**config.mk**
```make
export PLATFORM = sky130hd
export DESIGN_NAME = muldiv_unit
export DESIGN_NICKNAME = d
export VERILOG_FILES = /design/src/rtl/muldiv_pkg.sv /design/src/rtl/muldiv_negate.sv /design/src/rtl/muldiv_unit.sv
export SDC_FILE = /design/constraint.sdc
export NUM_CORES = 1
export LEC_CHECK = 0
export BUFFER_PORTS_ARGS = -buffer_cell sky130_fd_sc_hd__buf_2
export CORE_MARGIN = 2
export CORE_UTILIZATION = 60
export CTS_CLUSTER_DIAMETER = 40
export DETAILED_ROUTE_END_ITERATION = 8
export PLACE_DENSITY = 0.85
export SLEW_MARGIN = 0
export SYNTH_ARGS = -nofsm -noshare
export SYNTH_HDL_FRONTEND = slang
export SYNTH_SLANG_ARGS = --single-unit
```
**constraint.sdc**
```tcl
create_clock -name clk -period 14.5 [get_ports clk]
set_input_delay 2.9 -clock clk [delete_from_list [all_inputs] [get_ports clk]]
set_output_delay 2.9 -clock clk [all_outputs]
set_load 0.1 [all_outputs]
```
**src/rtl/muldiv_pkg.sv**
```systemverilog
`default_nettype none
// ==========================================================================
// muldiv_pkg - op/state encodings and width-generic constant helpers
// Revision: 1.0
// ==========================================================================
package muldiv_pkg;

  localparam logic [2:0] OP_MUL    = 3'b000;
  localparam logic [2:0] OP_MULH   = 3'b001;
  localparam logic [2:0] OP_MULHSU = 3'b010;
  localparam logic [2:0] OP_MULHU  = 3'b011;
  localparam logic [2:0] OP_DIV    = 3'b100;
  localparam logic [2:0] OP_DIVU   = 3'b101;
  localparam logic [2:0] OP_REM    = 3'b110;
  localparam logic [2:0] OP_REMU   = 3'b111;

  typedef enum logic [1:0] {
    ST_IDLE = 2'd0,
    ST_CALC = 2'd1,
    ST_FIX  = 2'd2
  } state_e;

  localparam int MAX_XLEN = 128;

  function automatic logic [MAX_XLEN-1:0] min_int(input int xlen);
    return {{(MAX_XLEN-1){1'b0}}, 1'b1} << (xlen - 1);
  endfunction

  function automatic logic [MAX_XLEN-1:0] all_ones(input int xlen);
    return ({{(MAX_XLEN-1){1'b0}}, 1'b1} << xlen) - {{(MAX_XLEN-1){1'b0}}, 1'b1};
  endfunction

  function automatic logic op_a_signed(input logic [2:0] op);
    return op inside {OP_MULH, OP_MULHSU, OP_DIV, OP_REM};
  endfunction

  function automatic logic op_b_signed(input logic [2:0] op);
    return op inside {OP_MULH, OP_DIV, OP_REM};
  endfunction

endpackage
`default_nettype wire

```
**src/rtl/muldiv_negate.sv**
```systemverilog
`default_nettype none
// ==========================================================================
// muldiv_negate - combinational conditional two's-complement of width W
// Revision: 1.0
// ==========================================================================
module muldiv_negate #(
  parameter int W = 32
) (
  input  logic         neg_i,
  input  logic [W-1:0] val_i,
  output logic [W-1:0] val_o
);

  assign val_o = neg_i ? (~val_i + {{(W-1){1'b0}}, 1'b1}) : val_i;

endmodule
`default_nettype wire

```
**src/rtl/muldiv_unit.sv**
```systemverilog
`default_nettype none
// ==========================================================================
// muldiv_unit - multi-cycle MUL/MULH*/DIV*/REM* unit; MULDIV_RESULT_CACHE_EN adds a divide result cache
// Revision: 1.0
// ==========================================================================
module muldiv_unit
  import muldiv_pkg::*;
#(
  parameter int XLEN  = 32,
  parameter int TAG_W = 5,
  parameter int CNT_W = $clog2(XLEN) + 1
) (
  input  logic             clk,
  input  logic             rst_n,
  input  logic             start_i,
  input  logic [2:0]       op_i,
  input  logic [XLEN-1:0]  op_a_i,
  input  logic [XLEN-1:0]  op_b_i,
  input  logic [TAG_W-1:0] tag_i,
  input  logic             flush_i,
  output logic [XLEN-1:0]  result_o,
  output logic [TAG_W-1:0] tag_o,
  output logic             busy_o,
  output logic             ready_o
);

  localparam logic [XLEN-1:0]  C_MIN_INT = XLEN'(min_int(XLEN));
  localparam logic [XLEN-1:0]  C_ONES    = XLEN'(all_ones(XLEN));
  localparam logic [CNT_W-1:0] C_LAST    = CNT_W'(XLEN - 1);

  state_e              state_q;
  logic [2:0]          op_q;
  logic                neg_q;
  logic                busy_q;
  logic [CNT_W-1:0]    cnt_q;
  logic [XLEN-1:0]     m_q;
  logic [2*XLEN-1:0]   prod_q;
  logic [2*XLEN-1:0]   prod_d;
  logic [TAG_W-1:0]    tag_q;

  logic                w_sa, w_sb, w_neg_start, w_div0, w_ovf, w_hit, w_accept;
  logic [XLEN-1:0]     w_mag_a, w_mag_b, w_res;
  logic [XLEN:0]       w_add, w_shl, w_diff;
  logic [2*XLEN-1:0]   w_fix_in, w_fix, w_hit_prod;

  assign w_sa        = op_a_signed(op_i) & op_a_i[XLEN-1];
  assign w_sb        = op_b_signed(op_i) & op_b_i[XLEN-1];
  assign w_neg_start = (op_i == OP_REM) ? w_sa : (w_sa ^ w_sb);
  assign w_div0      = op_i[2] && (op_b_i == '0);
  assign w_ovf       = ((op_i == OP_DIV) || (op_i == OP_REM)) &&
                       (op_a_i == C_MIN_INT) && (op_b_i == C_ONES);
  assign w_accept    = (state_q == ST_IDLE) && start_i && !flush_i;

  muldiv_negate #(.W(XLEN)) u_mag_a (.neg_i(w_sa), .val_i(op_a_i), .val_o(w_mag_a));
  muldiv_negate #(.W(XLEN)) u_mag_b (.neg_i(w_sb), .val_i(op_b_i), .val_o(w_mag_b));

  // prod_q holds {acc, multiplier} for multiply and {remainder, quotient} for divide
  assign w_add  = {1'b0, prod_q[2*XLEN-1:XLEN]} + (prod_q[0] ? {1'b0, m_q} : '0);
  assign w_shl  = prod_q[2*XLEN-1:XLEN-1];
  assign w_diff = w_shl - {1'b0, m_q};

  always_comb begin
    if (!op_q[2]) begin
      prod_d = {w_add, prod_q[XLEN-1:1]};
    end else if (w_diff[XLEN]) begin
      prod_d = {w_shl[XLEN-1:0], prod_q[XLEN-2:0], 1'b0};
    end else begin
      prod_d = {w_diff[XLEN-1:0], prod_q[XLEN-2:0], 1'b1};
    end
  end

  assign w_fix_in = !op_q[2] ? prod_q :
                    {{XLEN{1'b0}}, (op_q[1] ? prod_q[2*XLEN-1:XLEN] : prod_q[XLEN-1:0])};

  muldiv_negate #(.W(2*XLEN)) u_fix (.neg_i(neg_q), .val_i(w_fix_in), .val_o(w_fix));

  assign w_res    = ((op_q == OP_MUL) || op_q[2]) ? w_fix[XLEN-1:0] : w_fix[2*XLEN-1:XLEN];
  assign ready_o  = (state_q == ST_FIX) && !flush_i;
  assign result_o = ready_o ? w_res : '0;
  assign tag_o    = tag_q;
  assign busy_o   = busy_q;

`ifdef MULDIV_RESULT_CACHE_EN
  logic              cv_q, cs_q, ks_q;
  logic [XLEN-1:0]   ca_q, cb_q, ka_q, kb_q;
  logic [2*XLEN-1:0] cp_q;

  // Cached entry keeps raw magnitudes; sign correction is re-derived on a hit
  assign w_hit      = cv_q && op_i[2] && (op_a_i == ca_q) && (op_b_i == cb_q) && (cs_q == !op_i[0]);
  assign w_hit_prod = cp_q;

  always_ff @(posedge clk or negedge rst_n) begin
    if (!rst_n) begin
      cv_q <= 1'b0;
      cs_q <= 1'b0;
      ks_q <= 1'b0;
      ca_q <= '0;
      cb_q <= '0;
      ka_q <= '0;
      kb_q <= '0;
      cp_q <= '0;
    end else begin
      if (w_accept) begin
        ka_q <= op_a_i;
        kb_q <= op_b_i;
        ks_q <= !op_i[0];
      end
      if ((state_q == ST_FIX) && busy_q && op_q[2] && !flush_i) begin
        cv_q <= 1'b1;
        ca_q <= ka_q;
        cb_q <= kb_q;
        cs_q <= ks_q;
        cp_q <= prod_q;
      end
    end
  end
`else
  assign w_hit      = 1'b0;
  assign w_hit_prod = '0;
`endif

  always_ff @(posedge clk or negedge rst_n) begin
    if (!rst_n) begin
      state_q <= ST_IDLE;
      op_q    <= '0;
      neg_q   <= 1'b0;
      busy_q  <= 1'b0;
      cnt_q   <= '0;
      m_q     <= '0;
      prod_q  <= '0;
      tag_q   <= '0;
    end else begin
      case (state_q)
        ST_IDLE: begin
          if (w_accept) begin
            op_q   <= op_i;
            tag_q  <= tag_i;
            cnt_q  <= C_LAST;
            neg_q  <= w_neg_start;
            m_q    <= op_i[2] ? w_mag_b : w_mag_a;
            prod_q <= {{XLEN{1'b0}}, (op_i[2] ? w_mag_a : w_mag_b)};
            if (w_div0) begin
              prod_q  <= {op_a_i, C_ONES};
              neg_q   <= 1'b0;
              state_q <= ST_FIX;
            end else if (w_ovf) begin
              prod_q  <= {{XLEN{1'b0}}, C_MIN_INT};
              neg_q   <= 1'b0;
              state_q <= ST_FIX;
            end else if (w_hit) begin
              prod_q  <= w_hit_prod;
              state_q <= ST_FIX;
            end else begin
              busy_q  <= 1'b1;
              state_q <= ST_CALC;
            end
          end
        end
        ST_CALC: begin
          if (flush_i) begin
            busy_q  <= 1'b0;
            state_q <= ST_IDLE;
          end else begin
            prod_q <= prod_d;
            cnt_q  <= cnt_q - 1'b1;
            if (cnt_q == '0) begin
              state_q <= ST_FIX;
            end
          end
        end
        ST_FIX: begin
          busy_q  <= 1'b0;
          state_q <= ST_IDLE;
        end
        default: begin
          busy_q  <= 1'b0;
          state_q <= ST_IDLE;
        end
      endcase
    end
  end

endmodule
`default_nettype wire

```
# After elaboration in Yosys (flattened, before gate mapping)
# Index checks and enable logic that the tools add are counted.
op_classes:
  n_reduce_logical: 20
  muxes: 34
  eq_ne: 14
  bitwise: 6
  addsub: 6
ops:
  columns: ["cell", "n"]
  rows:
  - ["2-to-1 mux 64 bit", 7]
  - ["2-to-1 mux 32 bit", 9]
  - ["one-hot mux 64 bit (2 select lines)", 1]
  - ["adder 32 x 1 -> 32 bit (second input constant)", 2]
  - ["adder 64 x 1 -> 64 bit (second input constant)", 1]
  - ["equality test 32 bit (second input constant)", 2]
  - ["NOT 32 bit", 2]
  - ["NOT 64 bit", 1]
  - ["adder 32 x 32 -> 33 bit", 1]
  - ["subtractor 33 x 32 -> 33 bit", 1]
  - ["logical NOT 32 bit", 1]
  - ["2-to-1 mux 6 bit", 2]
  - ["one-hot mux 6 bit (2 select lines)", 1]
  - ["2-to-1 mux 2 bit", 5]
  - ["inequality test 2 bit (second input constant)", 5]
  - ["2-to-1 mux 1 bit", 7]
  - ["equality test 3 bit (second input constant)", 2]
  - ["logical AND 1 bit", 6]
  - ["logical NOT 6 bit", 1]
  - ["subtractor 6 x 1 -> 6 bit (second input constant)", 1]
  - ["one-hot mux 2 bit (2 select lines)", 1]
  - ["AND reduction 2 bit", 2]
  - ["AND reduction 4 bit", 1]
  - ["nonzero test 4 bit", 1]
  - ["15 further kinds", 17]
totals:
  regBits: 114
  word_cells: 88

# Longest topological paths before layout
# Gate-level depths: netlist (run 1).
logic_depth:
  word_depth: 9
  ltp_mapped: 14
  ltp_nobuf: 12

# By module
# A second synthesis (run 1) with hierarchy kept.
hier_totals:
  hier_cells: 1882
  hier_area_um2: 14687.8
modules_own_cells:
  columns: ["mod", "instances", "seq_area_each_um2", "area_each_um2", "cells_each"]
  rows:
  - ["muldiv_unit", 1, 2852.7, 11603.6, 1487]
  - ["muldiv_negate (u_mag_a ...)", 2, 0.0, 777.0, 99]
  - ["muldiv_negate (u_fix)", 1, 0.0, 1530.2, 197]

# Least setup slack after synthesis (run 1)
# Ideal clock, no wire load.
synth_timing:
  path_kind: "reg2out"
  start: "register op_q[2]"
  end: "output port result_o[12]"
  slack_ns: 5.735
  arrival_time_ns: 5.865
  required_ns: 11.600
  stages_incl_launch_ff: 15
  path_buffers: 3
  path_cell_list: "dfrtp_1 buf_4 nand2_2 buf_1 buf_1 mux2i_1 ha_1 inv_1 nor4_4 nor4b_4 nand2_2 or4_4 o31ai_2 xor2_1 a211oi_1"
synth_between:
  elab_chain_len: 6
  word_cells_on_any_way: 8
  classes_between: "1 x add/sub; 4 x mux; 1 x bitwise; 2 x reduce/logical"
synth_rtl:
  columns: ["item", "line", "rtl"]
  rows:
  - ["start: declaration", "muldiv_unit.sv:32", "logic [2:0] op_q;"]
  - ["start signal: assignment", "muldiv_unit.sv:136", "op_q <= op_i;"]
  - ["2-to-1 mux 64 bit", "muldiv_unit.sv:72", "assign w_fix_in = !op_q[2] ? prod_q :"]
  - ["NOT 64 bit", "muldiv_negate.sv:14", "assign val_o = neg_i ? (~val_i + {{(W-1){1'b0}}, 1'b1}) : val_i;"]
  - ["adder 64 x 1 -> 64 bit", "muldiv_negate.sv:14", null]
  - ["2-to-1 mux 64 bit", "muldiv_negate.sv:14", null]
  - ["2-to-1 mux 32 bit *", "muldiv_unit.sv:77", "assign w_res = ((op_q == OP_MUL) || op_q[2]) ? w_fix[XLEN-1:0] : w_fix[2*XLEN-1:XLEN];"]
  - ["2-to-1 mux 32 bit *", "muldiv_unit.sv:79", "assign result_o = ready_o ? w_res : '0;"]
  - ["end: declaration", "muldiv_unit.sv:21", "output logic [XLEN-1:0] result_o,"]
# Every way passes the cells marked *; elsewhere a longest branch is shown, timed or not.

# Worst setup path after layout (run 1)
layout_timing:
  start: "register op_q[2]"
  end: "output port result_o[25]"
# The elaborated chain is that of the path after synthesis.

==> flow_summary.toml, run 1 <==
[critical_path]
reg2regPathDepth = 13
cp-end-kind = "output port"
timing.setup.critical_path_class = "reg2out"
timing.critical_path.from_type = "register"
signal_arrival_time_at_the_worst_endpoint_ps = 5410
critPathRequiredTime_ps = 11600
largest_fanout_of_any_net_on_the_critical_path = 86

[timing]
slew_violations = 0
finalWorstSetupSlack_ps = 6190
setup_viol_count_final = 0
worst-slew-pin-transition_ps = 1330
report.final.hold_viol_count = 0
share_of_the_cycle_needed_by_the_critical_path_after_routing_pct = 57.3
clock.fmax_mhz = 120
fin_setup_tns_ps = 0
slew_headroom_pct = 11.1
worst_hold_slack_ps = 475
setup_repair_after_global_routing_missed_its_margin = "no"
final_period_minus_worst_setup_slack_ps = 8310
fin_worst_skew_ps = 17.5

[detailed_routing]
first_pass_iters = 9
first_iter_violations = 2467
routed-via-count = 16500
remaining_drc_errors = 0
post_detailed_routing_wire_length_mm = 55.7
m1WireLength_mm = 21.4
avgViaCountPerCell = 6.98
routed_wire_length_per_instance_um = 23.6
topRoutingLayerUsed = "met4"
dr_wl_met2_mm = 22.8
detail-route-antenna-nets = 0
met3_length_mm = 7.67

[logic_synthesis]
netlist.top_cell.by_area = "sky130_fd_sc_hd__dfrtp_1"
netlist-cell-type-count = 87
post_syn_instances = 2016
ys_dominant_reg_cell = "sky130_fd_sc_hd__dfrtp_1"
ys_async_sr_fraction_pct = 100
mappedNetlistNets = 2164
synth-edff-count = 0
ys_seq_elements = 114
synth_top_area_share_pct = 19.7
postSynthAreaPerCell_um2 = 7.17
yosysSeqAreaShare_pct = 19.7
ys.warnings.count = 0
synth_area_um2 = 14400
post_synth_main_area_contributors = "sky130_fd_sc_hd__dfrtp_1 (20%), sky130_fd_sc_hd__a21oi_1 (7.4%), sky130_fd_sc_hd__ha_1 (6.1%), sky130_fd_sc_hd__nand2_1 (6.1%), sky130_fd_sc_hd__nor2_1 (5.4%)"

[finish]
final_common_cell = "sky130_fd_sc_hd__nand2_1"
post-route-cell-area_um2 = 15600
layout-drive-gt1-share_pct = 11.2
areaGrowthSynthToFinish_pct = 8.33
layout.nets = 2176
n_fill_cell = 2080
layout_common_cells = "sky130_fd_sc_hd__nand2_1 (233), sky130_fd_sc_hd__a21oi_1 (214), sky130_fd_sc_hd__nor2_1 (206)"

[clock_tree]
cts-hold-fix-buffers = 0
post_cts.resized_instances = 0
numClockSinks = 114
h-tree-depth = 4
cts.reportedPaths.clkPinSlew_ps = 60
cts_tree = "done"
clock_path_buffers = 2
insertion_delay_ps = 440
numCtsBuffers = 17
clock-root-buffer = "sky130_fd_sc_hd__clkbuf_16"
cts_setup_buffers = 0

[pwr]
power.sequential.fraction_pct = 21.5
clockPowerShare_pct = 14.3
vdd_ir_drop_max_mv = 0.116
p_leak_nw = 6.70
power_switching_mw = 1.69
power_frac_comb_pct = 64.2
pwr_density_cell_nw_per_um2 = 198
swShare_pct = 54.4
internal_power_mw = 1.42

[global_routing]
antenna_found_initial = 2
first_global_vias = 14900
grt_util_all_layers_pct = 42.9
maximum_number_of_pins_on_one_net_before_global_route_repair = 94
grt_residual_overflow = 0
grt_pass1_wl_mm = 85.5

[placed_design]
port-buffer-count = 114
post-place-ws_ps = 6450
detailedPlacementHpwl_mm = 41.0
gp_routability_congestion = 1.00
dp_area_um2 = 15000

[hold_path]
worst_hold_stages = 2
hold_path.class = "reg2reg"

[floorplan]
die_x_um = 159
effective_utilization_at_floorplan_pct = 61.4
die_y_um = 159
floorplan.core_area_um2 = 23500
floorplan.die_area_um2 = 25300
placement_rows = 56
io-pin-count = 115

[flow_run]
maxCapViolCount = 0

[status]
status = "finished clean"
==> synthesized netlist by cell type, types with 13 or more instances <==
master                     number
sky130_fd_sc_hd__nand2b_1      18
sky130_fd_sc_hd__clkbuf_1     111
sky130_fd_sc_hd__o211ai_1      18
sky130_fd_sc_hd__buf_1         17
sky130_fd_sc_hd__or3_1         15
sky130_fd_sc_hd__nand3_1       39
sky130_fd_sc_hd__mux2i_1       73
sky130_fd_sc_hd__a31oi_1       21
sky130_fd_sc_hd__nand2_1      233
sky130_fd_sc_hd__nor4_1        25
sky130_fd_sc_hd__o22ai_1       36
sky130_fd_sc_hd__ha_1          70
sky130_fd_sc_hd__o31ai_1       23
sky130_fd_sc_hd__o21ai_0      153
sky130_fd_sc_hd__nand4_1       25
sky130_fd_sc_hd__xnor2_1       87
sky130_fd_sc_hd__mux2_2        17
sky130_fd_sc_hd__inv_1         74
sky130_fd_sc_hd__dfrtp_1      114
sky130_fd_sc_hd__a21o_1        30
sky130_fd_sc_hd__a21oi_1      214
sky130_fd_sc_hd__nor2_1       208
sky130_fd_sc_hd__a211oi_1      40
sky130_fd_sc_hd__xor2_1        77
sky130_fd_sc_hd__buf_2         13
sky130_fd_sc_hd__nor3_1        43
==> final timing paths <==
| path | end | from | slack, ps |
|---|---|---|---|
| min in group asynchronous | cnt_q[5] | rst_n | 2420 |
| max reg2reg | prod_q[45] | prod_q[31] | 10190 |
| max | result_o[25] | op_q[2] | 6190 |
| min | tag_o[1] | tag_o[1] | 470 |
| min reg2reg | tag_o[1] | tag_o[1] | 470 |
| max in group asynchronous | op_q[2] | rst_n | 10480 |
==> routing by layer <==
layer  vias up  track usage [%]
met4         0             24.1
met3       262             11.1
met5         -                0
met2      1216             62.6
li1       7373                -
met1      7634             57.7
==> sequential cells by signal, summed over array words and instances (netlist names) <==
| name | count |
|---|---|
| busy_o | 1 |
| cnt_q | 6 |
| m_q | 32 |
| neg_q | 1 |
| op_q | 3 |
| prod_q | 64 |
| state_q | 2 |
| tag_o | 5 |
==> area by class of cell <==
cell class | count | area, um2 | area share [%]
Antenna cell | 2 | 5.00 | 0.0320
Multi-Input combinational cell | 1679 | 10700 | 68.6
Sequential cell | 114 | 2860 | 18.3
Clock inverter | 15 | 173 | 1.10
Clock buffer | 17 | 425 | 2.72
Tap cell | 319 | 399 | 2.55
Inverter | 77 | 289 | 1.85
Timing Repair Buffer | 139 | 761 | 4.86
==> worst max-delay path: stages (launching register included) <==
cell	delay (ps)
sky130_fd_sc_hd__dfrtp_4	890
sky130_fd_sc_hd__buf_4	860
sky130_fd_sc_hd__and4bb_2	330
sky130_fd_sc_hd__o221ai_1	270
sky130_fd_sc_hd__nor4_1	550
sky130_fd_sc_hd__nand4_1	280
sky130_fd_sc_hd__or3_4	480
sky130_fd_sc_hd__o21bai_4	200
sky130_fd_sc_hd__o41ai_2	350
sky130_fd_sc_hd__xor2_1	110
sky130_fd_sc_hd__o22ai_1	160
sky130_fd_sc_hd__buf_2	470
==> kinds of logic after synthesis <==
group / share of synthesized area (%)
muxes: 6.38
DFF: 19.7
and+or+nand+nor: 22.7
adders and majority gates: 6.34
xor gates and xnor gates: 10.1
buffers and inverters: 6.09
AOI/OAI and AO/OA: 28.7
==> power groups by stage <==
stage | Combinational [mW] | Clock (mW) | Sequential [mW]
after floorplan | 1.48 | 0 | 0.517
after global placement | 1.88 | 0 | 0.643
after detailed placement | 1.91 | 0 | 0.646
after CTS | 1.93 | 0.439 | 0.641
after global routing | 2.17 | 0.455 | 0.664
final | 1.99 | 0.444 | 0.669
==> per-stage QoR <==
stage	power (mW)	instances	utilization (%)
after detailed placement	2.56	2328	63.9
after floorplan	2.00	2016	-
after global routing	3.28	2361	66.5
final	3.11	2362	66.5
after global placement	2.53	2328	63.9
after CTS	3.01	2360	66.4
(Power assumes the default switching activity.)
==> run 2: changes to the inputs <==
clock period = 7.75 ns   (was 14.5 ns; I/O delays follow)
==> flow_summary.toml, run 2 (synthesis results as in run 1) <==
[floorplan]
floorplan.die_area_um2 = 25300
die_y_um = 159
io-pin-count = 115
effective_utilization_at_floorplan_pct = 61.4
die_x_um = 159
floorplan.core_area_um2 = 23500
placement_rows = 56

[global_routing]
gr-usage-met1_pct = 58.8
first_global_vias = 15100
most_used_routing_layer = "met2"
maximum_number_of_pins_on_one_net_before_global_route_repair = 95
antenna_found_initial = 2
grt_util_all_layers_pct = 43.0
grt_residual_overflow = 0
grt_use_met2_pct = 63.4
grt.met3_usage_pct = 9.64
grt_pass1_wl_mm = 86.1

[finish]
multiInputGateArea_um2 = 10700
biggestRegsByFlops = "prod_q (64), m_q (32), cnt_q (6)"
final_common_cell = "sky130_fd_sc_hd__nand2_1"
layout-drive-gt1-share_pct = 11.5
n_fill_cell = 2087
largest_register_ff_count = 64
areaGrowthSynthToFinish_pct = 8.86
layout_common_cells = "sky130_fd_sc_hd__nand2_1 (233), sky130_fd_sc_hd__a21oi_1 (214), sky130_fd_sc_hd__nor2_1 (206)"
total_area_of_sequential_cells_um2 = 2860
post-route-cell-area_um2 = 15700
layout.nets = 2183
largest-register = "prod_q"

[timing]
setup_viol_count_final = 0
slew_headroom_pct = 27.0
share_of_the_cycle_needed_by_the_critical_path_after_routing_pct = 87.6
fin_worst_skew_ps = 14.0
final_period_minus_worst_setup_slack_ps = 6790
setup_repair_after_global_routing_missed_its_margin = "no"
slew_violations = 0
report.final.hold_viol_count = 0
fin_setup_tns_ps = 0
finalWorstSetupSlack_ps = 964
worst-slew-pin-transition_ps = 1090
clock.fmax_mhz = 147

[detailed_routing]
routed-via-count = 16500
first_pass_iters = 6
first_iter_violations = 2655
detail-route-antenna-nets = 0
routed_wire_length_per_instance_um = 23.7
post_detailed_routing_wire_length_mm = 56.2
remaining_drc_errors = 0
avgViaCountPerCell = 6.96

[critical_path]
reg2regPathDepth = 13
critPathRequiredTime_ps = 6200
worst_r2r_startpoint = "prod_q[31]"
timing.setup.critical_path_class = "reg2out"
ff2ff_setup_slack_ps = 3440
r2r_end = "prod_q[41]"
cp-end-kind = "output port"
signal_arrival_time_at_the_worst_endpoint_ps = 5240
timing.critical_path.from_type = "register"
largest_fanout_of_any_net_on_the_critical_path = 57

[pwr]
p_leak_nw = 6.75
vdd_ir_drop_max_mv = 0.254
pwr_density_cell_nw_per_um2 = 370

[clock_tree]
cts-hold-fix-buffers = 0
cts_tree = "done"
numCtsBuffers = 17
clock-root-buffer = "sky130_fd_sc_hd__clkbuf_16"
clock_path_buffers = 2
h-tree-depth = 4
insertion_delay_ps = 440
post_cts.resized_instances = 0
numClockSinks = 114
cts_setup_buffers = 0
cts.reportedPaths.clkPinSlew_ps = 70

[status]
status = "finished clean"

[hold_path]
worst_hold_stages = 2
hold_path.class = "reg2reg"
worstHoldEndpoint = "tag_o[3]"
min_from = "tag_o[3]"

[placed_design]
port-buffer-count = 114
gp_routability_congestion = 1.04
dp_area_um2 = 15100
detailedPlacementHpwl_mm = 41.3
post-place-ws_ps = 1540

[flow_run]
maxCapViolCount = 0
[run 2: cell count changes in the layout (fill, tap and decap cells not counted)]
cell / previous run / this run
sky130_fd_sc_hd__buf_4: 26 / 33
sky130_fd_sc_hd__bufinv_16: 2 / 3
sky130_fd_sc_hd__clkinv_4: 0 / 3
sky130_fd_sc_hd__clkinvlp_4: 5 / 3
sky130_fd_sc_hd__diode_2: 2 / 1
sky130_fd_sc_hd__inv_6: 6 / 3
sky130_fd_sc_hd__inv_8: 2 / 3
[run 2: through the flow]
step	instances	utilization (%)	hold WS (ps)	power, mW
after floorplan	2016	-	450	3.74
after global placement	2335	64.1	454	4.74
after detailed placement	2335	64.1	464	4.79
after CTS	2367	66.8	484	5.66
after global routing	2367	66.8	504	6.16
final	2368	66.8	478	5.82
[run 2: worst max path at each step]
stage / slack (ps) / end / startpoint / cells past startpoint
after floorplan: 330 / result_o[12] / op_q[2] / 14
after global placement: 1630 / result_o[17] / op_q[2] / 10
after detailed placement: 1540 / result_o[17] / op_q[2] / 10
after CTS: 1080 / result_o[17] / op_q[2] / 10
after global routing: 700 / result_o[17] / op_q[2] / 10
final: 960 / result_o[17] / op_q[2] / 10
[run 2: worst max-delay path, cell delays in order (launching register included)]
cell,delay (ps)
sky130_fd_sc_hd__dfrtp_4,880
sky130_fd_sc_hd__and2_1,920
sky130_fd_sc_hd__o221ai_1,370
sky130_fd_sc_hd__nor4_4,500
sky130_fd_sc_hd__nand4_1,300
sky130_fd_sc_hd__or3_4,490
sky130_fd_sc_hd__o21bai_4,190
sky130_fd_sc_hd__o31ai_1,320
sky130_fd_sc_hd__xor2_1,110
sky130_fd_sc_hd__a211oi_1,230
sky130_fd_sc_hd__buf_2,460
[run 2: report_power, final]
part	leakage [nW]	switching [mW]	internal, mW
Sequential	1.38	0.431	0.764
Clock	0.296	0.338	0.516
Combinational	5.08	2.36	1.42
Total	6.75	3.13	2.70
[run 2: per-layer routing]
metal	part of all wire, %	wire length, um
met1	39	22100
met2	41	23000
met5	0	0
met3	13	7350
met4	6.6	3720
[run 2: final cells by class]
type / count / share of cell area, %
clock buffers: 17 / 2.71
multi-input cells: 1679 / 68.3
clock inverters: 15 / 1.27
repair buffers: 146 / 5.17
diodes: 1 / 0.0159
inverters: 77 / 1.84
well taps: 319 / 2.54
flip-flops and latches: 114 / 18.2
